File: src/rtl/nv_nvdla_csb_pkg.sv
// Shared CSB definitions: packet widths, request/response field positions,
// source ids for the two CSB masters, and the "needs a response" decode.
package nv_nvdla_csb_pkg;

  localparam int REQ_PD_W        = 63;
  localparam int RESP_PD_W       = 34;
  localparam int CSB_WRITE_BIT   = 54;
  localparam int CSB_NPOSTED_BIT = 55;
  localparam int RESP_PKTID_BIT  = 33;

  typedef enum logic {
    SRC_A = 1'b0,
    SRC_B = 1'b1
  } csb_src_e;

  // Reads always return data; writes return an ack only when non-posted.
  function automatic logic csb_needs_resp(input logic write, input logic nposted);
    return !write || nposted;
  endfunction

endpackage

File: src/rtl/nv_nvdla_csb_arb_tagfifo.sv
// In-order source-id FIFO for outstanding non-posted CSB requests.
// Ports:
//   nvdla_core_clk / nvdla_core_rstn : clock, async active-low reset
//   push / push_src                  : enqueue the granted source id
//   pop                              : dequeue head (ignored when empty)
//   head_src                         : source id at the head
//   count / full / empty             : occupancy
module nv_nvdla_csb_arb_tagfifo #(
  parameter int DEPTH = 8,
  parameter int CNT_W = 4
) (
  input  logic             nvdla_core_clk,
  input  logic             nvdla_core_rstn,
  input  logic             push,
  input  logic             push_src,
  input  logic             pop,
  output logic             head_src,
  output logic [CNT_W-1:0] count,
  output logic             full,
  output logic             empty
);

  localparam int PTR_W = $clog2(DEPTH);

  logic [DEPTH-1:0] mem;
  logic [PTR_W-1:0] wr_ptr;
  logic [PTR_W-1:0] rd_ptr;
  logic             do_push;
  logic             do_pop;

  assign full     = (count == CNT_W'(DEPTH));
  assign empty    = (count == '0);
  assign do_push  = push && !full;
  assign do_pop   = pop && !empty;
  assign head_src = mem[rd_ptr];

  // DEPTH is a power of two, so the pointers wrap naturally.
  always_ff @(posedge nvdla_core_clk or negedge nvdla_core_rstn) begin
    if (!nvdla_core_rstn) begin
      mem    <= '0;
      wr_ptr <= '0;
      rd_ptr <= '0;
      count  <= '0;
    end else begin
      if (do_push) begin
        mem[wr_ptr] <= push_src;
        wr_ptr      <= wr_ptr + 1'b1;
      end
      if (do_pop) rd_ptr <= rd_ptr + 1'b1;
      if (do_push && !do_pop)      count <= count + 1'b1;
      else if (do_pop && !do_push) count <= count - 1'b1;
    end
  end

endmodule

File: src/rtl/nv_nvdla_csb_cacc_arb.sv
// Round-robin arbiter sharing the CSB->CACC request channel between master A
// (main CSB) and master B (debug CSB). Non-posted requests are tagged in order
// so each CACC response is routed back to its issuer.
// Ports:
//   nvdla_core_clk / nvdla_core_rstn   : clock, async active-low reset
//   csb_{a,b}_req_pvld/prdy/pd         : requester request channels
//   csb_{a,b}_resp_valid/pd            : per-requester responses (no backpressure)
//   cacc_req_pvld/prdy/pd              : registered request to the target
//   cacc_resp_valid/pd                 : response from the target
//   arb_ost_cnt                        : outstanding non-posted count
//   arb_resp_err                       : sticky unexpected-response / timeout flag
// Optional: define NVDLA_CSB_ARB_TIMEOUT_EN to synthesize a response after
// TMO_CYC cycles without one.
module nv_nvdla_csb_cacc_arb
  import nv_nvdla_csb_pkg::*;
#(
  parameter int OST_DEPTH = 8,
  parameter int CNT_W     = 4,
  parameter int TMO_CYC   = 1023
) (
  input  logic                 nvdla_core_clk,
  input  logic                 nvdla_core_rstn,
  input  logic                 csb_a_req_pvld,
  output logic                 csb_a_req_prdy,
  input  logic [REQ_PD_W-1:0]  csb_a_req_pd,
  output logic                 csb_a_resp_valid,
  output logic [RESP_PD_W-1:0] csb_a_resp_pd,
  input  logic                 csb_b_req_pvld,
  output logic                 csb_b_req_prdy,
  input  logic [REQ_PD_W-1:0]  csb_b_req_pd,
  output logic                 csb_b_resp_valid,
  output logic [RESP_PD_W-1:0] csb_b_resp_pd,
  output logic                 cacc_req_pvld,
  input  logic                 cacc_req_prdy,
  output logic [REQ_PD_W-1:0]  cacc_req_pd,
  input  logic                 cacc_resp_valid,
  input  logic [RESP_PD_W-1:0] cacc_resp_pd,
  output logic [CNT_W-1:0]     arb_ost_cnt,
  output logic                 arb_resp_err
);

  if (CNT_W != $clog2(OST_DEPTH) + 1 || TMO_CYC < 1) begin : g_param_chk
    $error("nv_nvdla_csb_cacc_arb: inconsistent OST_DEPTH/CNT_W/TMO_CYC");
  end

  csb_src_e       rr_ptr;
  logic           a_need, b_need;
  logic           elig_a, elig_b;
  logic           load_ok;
  logic           gnt_a, gnt_b;
  logic           push;
  logic           resp_pop, tmo_pop, pop;
  logic           resp_unexp;
  logic           tag_head, tag_full, tag_empty;
  logic [RESP_PD_W-1:0] resp_pd_sel;

  // ---------------- arbitration ----------------
  assign a_need  = csb_needs_resp(csb_a_req_pd[CSB_WRITE_BIT], csb_a_req_pd[CSB_NPOSTED_BIT]);
  assign b_need  = csb_needs_resp(csb_b_req_pd[CSB_WRITE_BIT], csb_b_req_pd[CSB_NPOSTED_BIT]);
  // Full is judged on the registered count, so a same-cycle pop does not
  // open a slot until the next cycle. Posted writes never need a slot.
  assign elig_a  = csb_a_req_pvld && (!a_need || !tag_full);
  assign elig_b  = csb_b_req_pvld && (!b_need || !tag_full);
  assign load_ok = !cacc_req_pvld || cacc_req_prdy;
  assign gnt_a   = load_ok && elig_a && (!elig_b || rr_ptr == SRC_A);
  assign gnt_b   = load_ok && elig_b && (!elig_a || rr_ptr == SRC_B);

  assign csb_a_req_prdy = gnt_a;
  assign csb_b_req_prdy = gnt_b;

  always_ff @(posedge nvdla_core_clk or negedge nvdla_core_rstn) begin
    if (!nvdla_core_rstn) begin
      cacc_req_pvld <= 1'b0;
      cacc_req_pd   <= '0;
      rr_ptr        <= SRC_A;
    end else begin
      if (load_ok) begin
        cacc_req_pvld <= gnt_a || gnt_b;
        if (gnt_a)      cacc_req_pd <= csb_a_req_pd;
        else if (gnt_b) cacc_req_pd <= csb_b_req_pd;
      end
      // Pointer only moves on a contested grant.
      if (load_ok && elig_a && elig_b) rr_ptr <= gnt_a ? SRC_B : SRC_A;
    end
  end

  // ---------------- outstanding tags ----------------
  assign push       = (gnt_a && a_need) || (gnt_b && b_need);
  assign resp_pop   = cacc_resp_valid && !tag_empty;
  assign resp_unexp = cacc_resp_valid && tag_empty;
  assign pop        = resp_pop || tmo_pop;

  nv_nvdla_csb_arb_tagfifo #(
    .DEPTH (OST_DEPTH),
    .CNT_W (CNT_W)
  ) u_tagfifo (
    .nvdla_core_clk  (nvdla_core_clk),
    .nvdla_core_rstn (nvdla_core_rstn),
    .push            (push),
    .push_src        (gnt_b),
    .pop             (pop),
    .head_src        (tag_head),
    .count           (arb_ost_cnt),
    .full            (tag_full),
    .empty           (tag_empty)
  );

`ifdef NVDLA_CSB_ARB_TIMEOUT_EN
  localparam int TMO_W = $clog2(TMO_CYC + 1);
  logic [TMO_W-1:0] tmo_cnt;

  // A real response in the same cycle wins; the timeout only fires when
  // nothing else is popping the head.
  assign tmo_pop = (tmo_cnt == TMO_W'(TMO_CYC)) && !tag_empty && !cacc_resp_valid;

  always_ff @(posedge nvdla_core_clk or negedge nvdla_core_rstn) begin
    if (!nvdla_core_rstn)                 tmo_cnt <= '0;
    else if (pop || tag_empty)            tmo_cnt <= '0;
    else if (tmo_cnt != TMO_W'(TMO_CYC))  tmo_cnt <= tmo_cnt + 1'b1;
  end
`else
  assign tmo_pop = 1'b0;
`endif

  // Synthesized timeout response is all-zero (pkt id 0, read data 0).
  assign resp_pd_sel = tmo_pop ? '0 : cacc_resp_pd;

  // ---------------- response routing ----------------
  always_ff @(posedge nvdla_core_clk or negedge nvdla_core_rstn) begin
    if (!nvdla_core_rstn) begin
      csb_a_resp_valid <= 1'b0;
      csb_b_resp_valid <= 1'b0;
      csb_a_resp_pd    <= '0;
      csb_b_resp_pd    <= '0;
      arb_resp_err     <= 1'b0;
    end else begin
      csb_a_resp_valid <= pop && (tag_head == SRC_A);
      csb_b_resp_valid <= pop && (tag_head == SRC_B);
      if (pop && tag_head == SRC_A) csb_a_resp_pd <= resp_pd_sel;
      if (pop && tag_head == SRC_B) csb_b_resp_pd <= resp_pd_sel;
      if (resp_unexp || tmo_pop)    arb_resp_err  <= 1'b1;
    end
  end

endmodule
File: config.mk
export PLATFORM = sky130hd
export DESIGN_NAME = nv_nvdla_csb_cacc_arb
export DESIGN_NICKNAME = d
export VERILOG_FILES = /design/src/rtl/nv_nvdla_csb_pkg.sv /design/src/rtl/nv_nvdla_csb_arb_tagfifo.sv /design/src/rtl/nv_nvdla_csb_cacc_arb.sv
export SDC_FILE = /design/constraint.sdc
export NUM_CORES = 1
export LEC_CHECK = 0
export ABC_AREA = 1
export ABC_CLOCK_PERIOD_IN_PS = 7400
export BUFFER_PORTS_ARGS = -buffer_cell sky130_fd_sc_hd__buf_2
export CAP_MARGIN = 20
export CORE_UTILIZATION = 51
export CTS_CLUSTER_SIZE = 30
export DETAILED_ROUTE_END_ITERATION = 16
export PLACE_DENSITY = 0.82
export SYNTH_ARGS = -nofsm -noshare
export SYNTH_HDL_FRONTEND = slang
export SYNTH_SLANG_ARGS = --single-unit
File: constraint.sdc
create_clock -name nvdla_core_clk -period 7.4 [get_ports nvdla_core_clk]
set_input_delay 0.74 -clock nvdla_core_clk [delete_from_list [all_inputs] [get_ports nvdla_core_clk]]
set_output_delay 0.74 -clock nvdla_core_clk [all_outputs]
set_load 0.005 [all_outputs]
==> results of run 1 <==
## per-layer routing
layer / global-route usage (%) / wire length, um / vias to the layer above
li1: - / - / 3195
met1: 36.7 / 8000 / 3073
met2: 46.2 / 9640 / 278
met3: 5.02 / 1190 / 33
met4: 12.4 / 456 / 0
met5: 0 / 0 / -
## power breakdown
group          switching (mW)  internal [mW]
logic                   0.870          0.563
clock network           0.338          0.472
registers               0.223           1.22
## critical path: stages, from the launching register on
cell	delay (ns)
dfrtp_1	0.46
nor2_2	0.23
nand3_1	0.12
nand2_1	0.11
nor2_2	0.06
nand2_2	0.06
buf_4	0.52
inv_4	0.41
buf_2	0.25
## kinds of logic (layout without fill, tap and decap cells)
kind of cell               Yosys count  in the layout  share of synthesized area, %
DFF                                154            154                          55.8
adders and majority gates            6              6                          1.19
other                                0              2                             0
AOI/OAI and AO/OA                   51             51                          4.09
and+or+nand+nor                    494            494                          30.1
buffers and inverters              123            425                          8.02
xor gates and xnor gates             7              7                         0.887
## placed cells by master, fill, tap and decap left out
master	Yosys	routed
a21o_1	1	1
a21oi_1	1	1
a21oi_2	2	2
buf_2	26	305
buf_4	12	4
buf_6	1	1
bufinv_16	0	1
clkbuf_1	1	4
clkbuf_16	0	17
clkbuf_8	0	1
clkinv_2	0	3
clkinv_4	0	3
clkinvlp_4	0	2
dfrtp_1	154	154
diode_2	0	2
fa_1	1	1
ha_1	5	5
inv_1	78	78
inv_2	2	2
inv_4	3	3
inv_6	0	1
nand2_1	334	334
nand2_2	2	2
nand2_4	2	2
nand3_1	135	135
nand3_4	1	1
nor2_1	8	8
nor2_2	4	4
nor3_1	8	8
o211ai_2	2	2
o21ai_0	6	6
o21ai_1	38	38
o21bai_1	1	1
xnor2_1	2	2
xor2_1	5	5
## metrics by stage
stage / hold WS [ns] / setup WS [ns] / std cells / area [um^2]
after floorplan: 0.436 / 4.73 / 835 / 6910
after global placement: 0.450 / 4.16 / 1281 / 8460
after detailed placement: 0.454 / 4.17 / 1281 / 8460
after CTS: 0.416 / 3.96 / 1313 / 9010
after global routing: 0.460 / 3.80 / 1315 / 9020
final: 0.399 / 3.93 / 1315 / 9020
## sequential cells by signal, indices dropped and copies added, names as in the netlist
| name | count |
|---|---|
| arb_resp_err | 1 |
| cacc_req_pd | 63 |
| cacc_req_pvld | 1 |
| csb_a_resp_pd | 34 |
| csb_a_resp_valid | 1 |
| csb_b_resp_pd | 34 |
| csb_b_resp_valid | 1 |
| rr_ptr | 1 |
| u_tagfifo.count | 4 |
| u_tagfifo.mem | 8 |
| u_tagfifo.rd_ptr | 3 |
| u_tagfifo.wr_ptr | 3 |
## worst max path at each step
stage	slack (ns)	from	to	depth (start not counted)
after floorplan	4.73	csb_a_req_pd[55]	u_tagfifo.count[3]	16
after global placement	4.16	csb_b_req_pd[55]	csb_a_req_prdy	9
after detailed placement	4.17	csb_b_req_pd[55]	csb_a_req_prdy	9
after CTS	3.96	u_tagfifo.count[1]	csb_a_req_prdy	8
after global routing	3.80	u_tagfifo.count[1]	csb_a_req_prdy	8
final	3.93	u_tagfifo.count[1]	csb_a_req_prdy	8
## area by class of cell
| type | count | area share [%] |
|---|---|---|
| well taps | 176 | 2.44 |
| flip-flops and latches | 154 | 42.7 |
| clock inverters | 10 | 1.05 |
| diodes | 2 | 0.0555 |
| multi-input cells | 558 | 27.8 |
| clock buffers | 22 | 5.04 |
| inverters | 83 | 3.54 |
| repair buffers | 310 | 17.4 |
==> reports/results.txt, run 1 <==
outcome = completed
Yosys top cell by area = dfrtp_1
ys async rst share = 100%
fillcell total = 1102
Syn Inst Count = 835
startpoint types = flip-flop
setup tns final = 0 ns
worst reg2reg startpoint = u_tagfifo.count[1]
clk sink count = 154
CTS tree = built
Worst-Skew Late Latency = 0.42 ns
htree depth = 4
Synth top cells by count = nand2_1 (334), dfrtp_1 (154), nand3_1 (135), inv_1 (78), o21ai_1 (38)
Worst Skew = 0.00979 ns
Hold-fix buffers, CTS = 0
main area contributors after synthesis = dfrtp_1 (56%), nand2_1 (18%), nand3_1 (9.8%)
part of the Yosys area used for sequential elements = 55.8%
reg2reg end = u_tagfifo.count[3]
total power = 3.69 mW
Worst-Margin Slew = 0.829 ns
core footprint = 0.0132 mm^2
clk slew on worst S/H paths = 0.06 ns
FF+latch area = 0.00385 mm^2
Total Wirelength = 19300 um
pin count of the biggest net entering global routing = 90
R2R cell count = 14
nets@finish = 1296
Slew HR = 44.7%
total of max-cap violations = 0
number of enable flip-flop cells after synthesis = 0
RSZ-0062 raised after global routing = no
most numerous cell in the Yosys netlist = nand2_1
fin crit period = 3.47 ns
R2R setup slack = 4.52 ns
Post-CTS Setup Bufs = 0
Initial Util = 52.2%
Max Fclk = 288 MHz
Total Die Area = 0.0140 mm^2
vias in the first global route = 6150
Worst Path Max Fanout = 64
share of cells above drive strength 1 = 31.3%
Worst VDD drop = 273 uV
Synth top area share = 55.8%
root buffer cell = clkbuf_16
routed wire length per instance = 14.7 um
critical path required time = 6.66 ns
HPWL after detailed placement = 13400 um
HP Class = in -> async
initial antenna violation count = 2
Synth cell types = 27
post_cts resized = 0
CTS Buf Count = 17
row count = 42
Via-to-Cell Ratio = 5.00
DRT Pass-1 Iters = 6
fin crit share = 46.9%
initial DRC count = 634
CP arrival = 2.73 ns
Final Max Tran Viols = 0
Pleak = 5.20 nW
YS warnings = 0
Die W = 118 um
Post-Syn Area = 0.00691 mm^2
via count = 6579
number of synthesized register bits = 154
Multi-input gate area = 0.00250 mm^2
pwr dens = 409 mW/mm^2
gpl congestion = 0.911
fin util = 68.1%
DRC = 0
CP Capture Type = output port
Syn Area/Cell = 8.28 um^2
I/O Pins = 307
critical setup path kind = reg -> out
maximum root-to-sink buffer count = 2
syn_nets = 1007
Primary FF master, synth = dfrtp_1
die height = 118 um
overall routing resource usage = 28.1%
Area growth syn-to-layout = 30.5%
Final Setup Violations = 0
Final Hold Vio Count = 0
Port Buffers = 306
first-pass GRT wire length = 30900 um
total gr overflow = 0
post-route ant nets = 0
Power figures use the tool's default switching activity.
==> inputs of run 2 (changes only) <==
--- a/config.mk
+++ b/config.mk
@@ -6,13 +6,13 @@
 export NUM_CORES = 1
 export LEC_CHECK = 0
 export ABC_AREA = 1
-export ABC_CLOCK_PERIOD_IN_PS = 7400
+export ABC_CLOCK_PERIOD_IN_PS = 2900
 export BUFFER_PORTS_ARGS = -buffer_cell sky130_fd_sc_hd__buf_2
 export CAP_MARGIN = 20
-export CORE_UTILIZATION = 51
+export CORE_UTILIZATION = 43
 export CTS_CLUSTER_SIZE = 30
 export DETAILED_ROUTE_END_ITERATION = 16
-export PLACE_DENSITY = 0.82
+export PLACE_DENSITY = 0.74
 export SYNTH_ARGS = -nofsm -noshare
 export SYNTH_HDL_FRONTEND = slang
 export SYNTH_SLANG_ARGS = --single-unit
==> constraint.sdc (replaced) <==
create_clock -name nvdla_core_clk -period 2.9 [get_ports nvdla_core_clk]
set_input_delay 0.29 -clock nvdla_core_clk [delete_from_list [all_inputs] [get_ports nvdla_core_clk]]
set_output_delay 0.29 -clock nvdla_core_clk [all_outputs]
set_load 0.005 [all_outputs]
==> reports/results.txt, run 2 (same netlist as run 1, synthesis figures left out) <==
CTS Buf Count = 17
initial antenna violation count = 2
HP Class = in -> reg
routed wire length per instance = 14.8 um
DRC = 0
die height = 129 um
initial DRC count = 491
DRT Pass-1 Iters = 5
Seq pwr share = 37.8%
Worst-Margin Slew = 0.752 ns
Pleak = 5.26 nW
slowest stage cell on the critical path = dfrtp_1
pin count of the biggest net entering global routing = 83
nets@finish = 1301
total of max-cap violations = 0
Net Sw Power = 3.75 mW
CP arrival = 2.85 ns
core footprint = 0.0154 mm^2
met3 wire length = 1320 um
Largest Register = cacc_req_pd
Total Die Area = 0.0166 mm^2
maximum root-to-sink buffer count = 2
vias in the first global route = 6280
fin util = 59.6%
I/O Pins = 307
commonest non-fill, non-tap cell in the layout = nand2_1
setup tns final = 0 ns
Area growth syn-to-layout = 33.1%
fin crit share = 86.5%
startpoint types = flip-flop
Slew HR = 49.9%
outcome = completed
Port Buffers = 306
critical setup path kind = reg -> reg
overall routing resource usage = 24.5%
Min-Delay Path Depth = 3
row count = 45
RSZ-0062 raised after global routing = no
met1 wire length = 8310 um
Final Hold Vio Count = 0
share of cells above drive strength 1 = 31.9%
CP Capture Type = flip-flop
CTS tree = built
Final Setup Violations = 0
fin crit period = 2.51 ns
htree depth = 4
Net Sw Frac = 38.6%
Largest register FFs = 63
Initial Util = 44.8%
critical path required time = 3.24 ns
fillcell total = 1381
Worst Path Max Fanout = 5
post-route ant nets = 0
first-pass GRT wire length = 31300 um
Worst Skew = 0.0184 ns
gpl congestion = 0.913
critical path's largest stage delay = 0.45 ns
via count = 6589
Worst VDD drop = 500 uV
top sig layer = met4
Multi-input gate area = 0.00250 mm^2
Max Fclk = 399 MHz
most frequent cells in the layout = nand2_1 (334), buf_2 (305), dfrtp_1 (154)
clk sink count = 154
met2 WL post-DR = 9760 um
worst path cell trace = nor2_2 > nand3_1 > nand2_1 > nor2_2 > nand3_1 > nand2_1 > ha_1 > inv_1 > ha_1 > a21o_1 > a21oi_1 > xor2_1 > nand2_1 > o21ai_0
root buffer cell = clkbuf_16
R2R cell count = 14
Post-CTS Setup Bufs = 0
Via-to-Cell Ratio = 4.87
pwr dens = 1060 mW/mm^2
Die W = 129 um
total gr overflow = 0
P_int = 5.97 mW
Regs by FF count = cacc_req_pd (63), csb_a_resp_pd (34), csb_b_resp_pd (34)
Total Wirelength = 20100 um
clk slew on worst S/H paths = 0.06 ns
Crit path top cell by count = nand2_1
combinational power share = 38.0%
clock group share of total power = 24.2%
Final Max Tran Viols = 0
HPWL after detailed placement = 14100 um
FF+latch area = 0.00385 mm^2
Worst-Skew Late Latency = 0.43 ns
-- run 2: final cells by class --
| type | instances | area share [%] |
|---|---|---|
| Antenna cell | 1 | 0.0272 |
| Clock buffer | 17 | 4.63 |
| Clock inverter | 15 | 2.26 |
| Inverter | 83 | 3.47 |
| Multi-Input combinational cell | 558 | 27.2 |
| Sequential cell | 154 | 41.9 |
| Tap cell | 211 | 2.87 |
| Timing Repair Buffer | 315 | 17.6 |
-- run 2: routing by layer --
metal	global-route usage (%)	vias to the layer above
li1	-	3220
met1	29.4	3053
met2	40.5	263
met3	6.90	53
met4	11.9	0
met5	0	-
-- run 2: path summary, 6_finish.rpt --
path | end | slack [ns] | from
max | u_tagfifo.count[3] | 0.39 | u_tagfifo.count[1]
min | cacc_req_pd[59] | 0.07 | csb_a_req_pd[59]
max reg2reg | u_tagfifo.count[3] | 0.39 | u_tagfifo.count[1]
min reg2reg | csb_a_resp_pd[27] | 0.47 | csb_a_resp_pd[27]
max in group asynchronous | csb_b_resp_pd[11] | 1.59 | nvdla_core_rstn
min in group asynchronous | cacc_req_pd[26] | 0.46 | nvdla_core_rstn
-- run 2: timing repair --
item                      in CTS  in global routing
resized for setup              0                  0
hold endpoints to repair      80                  0
hold buffers                   1                  0
-- run 2: power groups by stage --
| stage | Combinational, mW | Sequential, mW | Clock, mW |
|---|---|---|---|
| final | 3.70 | 3.67 | 2.35 |
| after CTS | 3.74 | 3.66 | 2.40 |
| after detailed placement | 3.72 | 3.68 | 0 |
| after global routing | 4.17 | 3.78 | 2.49 |
| after floorplan | 2.11 | 3.74 | 0 |
| after global placement | 3.64 | 3.65 | 0 |
-- run 2: metrics by stage --
stage	total power, mW	hold WS [ns]	worst slack [ns]	instance area, um^2	cells
global placement	7.29	0.387	0.609	8550	1320
finish	9.72	0.0747	0.391	9200	1354
global route	10.4	0.0767	0.215	9200	1354
floorplan	5.85	-0.00559	0.532	6910	835
detailed placement	7.40	0.382	0.481	8550	1320
CTS	9.81	0.0608	0.421	9190	1353
-- run 2: critical path, delay by kind of cell (launching register included) --
family	cells	cell delay, ns
AND/OR/NAND/NOR	7	0.79
flip-flops	1	0.45
XOR/XNOR	1	0.18
AO/OA/AOI/OAI	3	0.40
adder cells (fa/ha/maj)	2	0.46
buffers and inverters	1	0.13
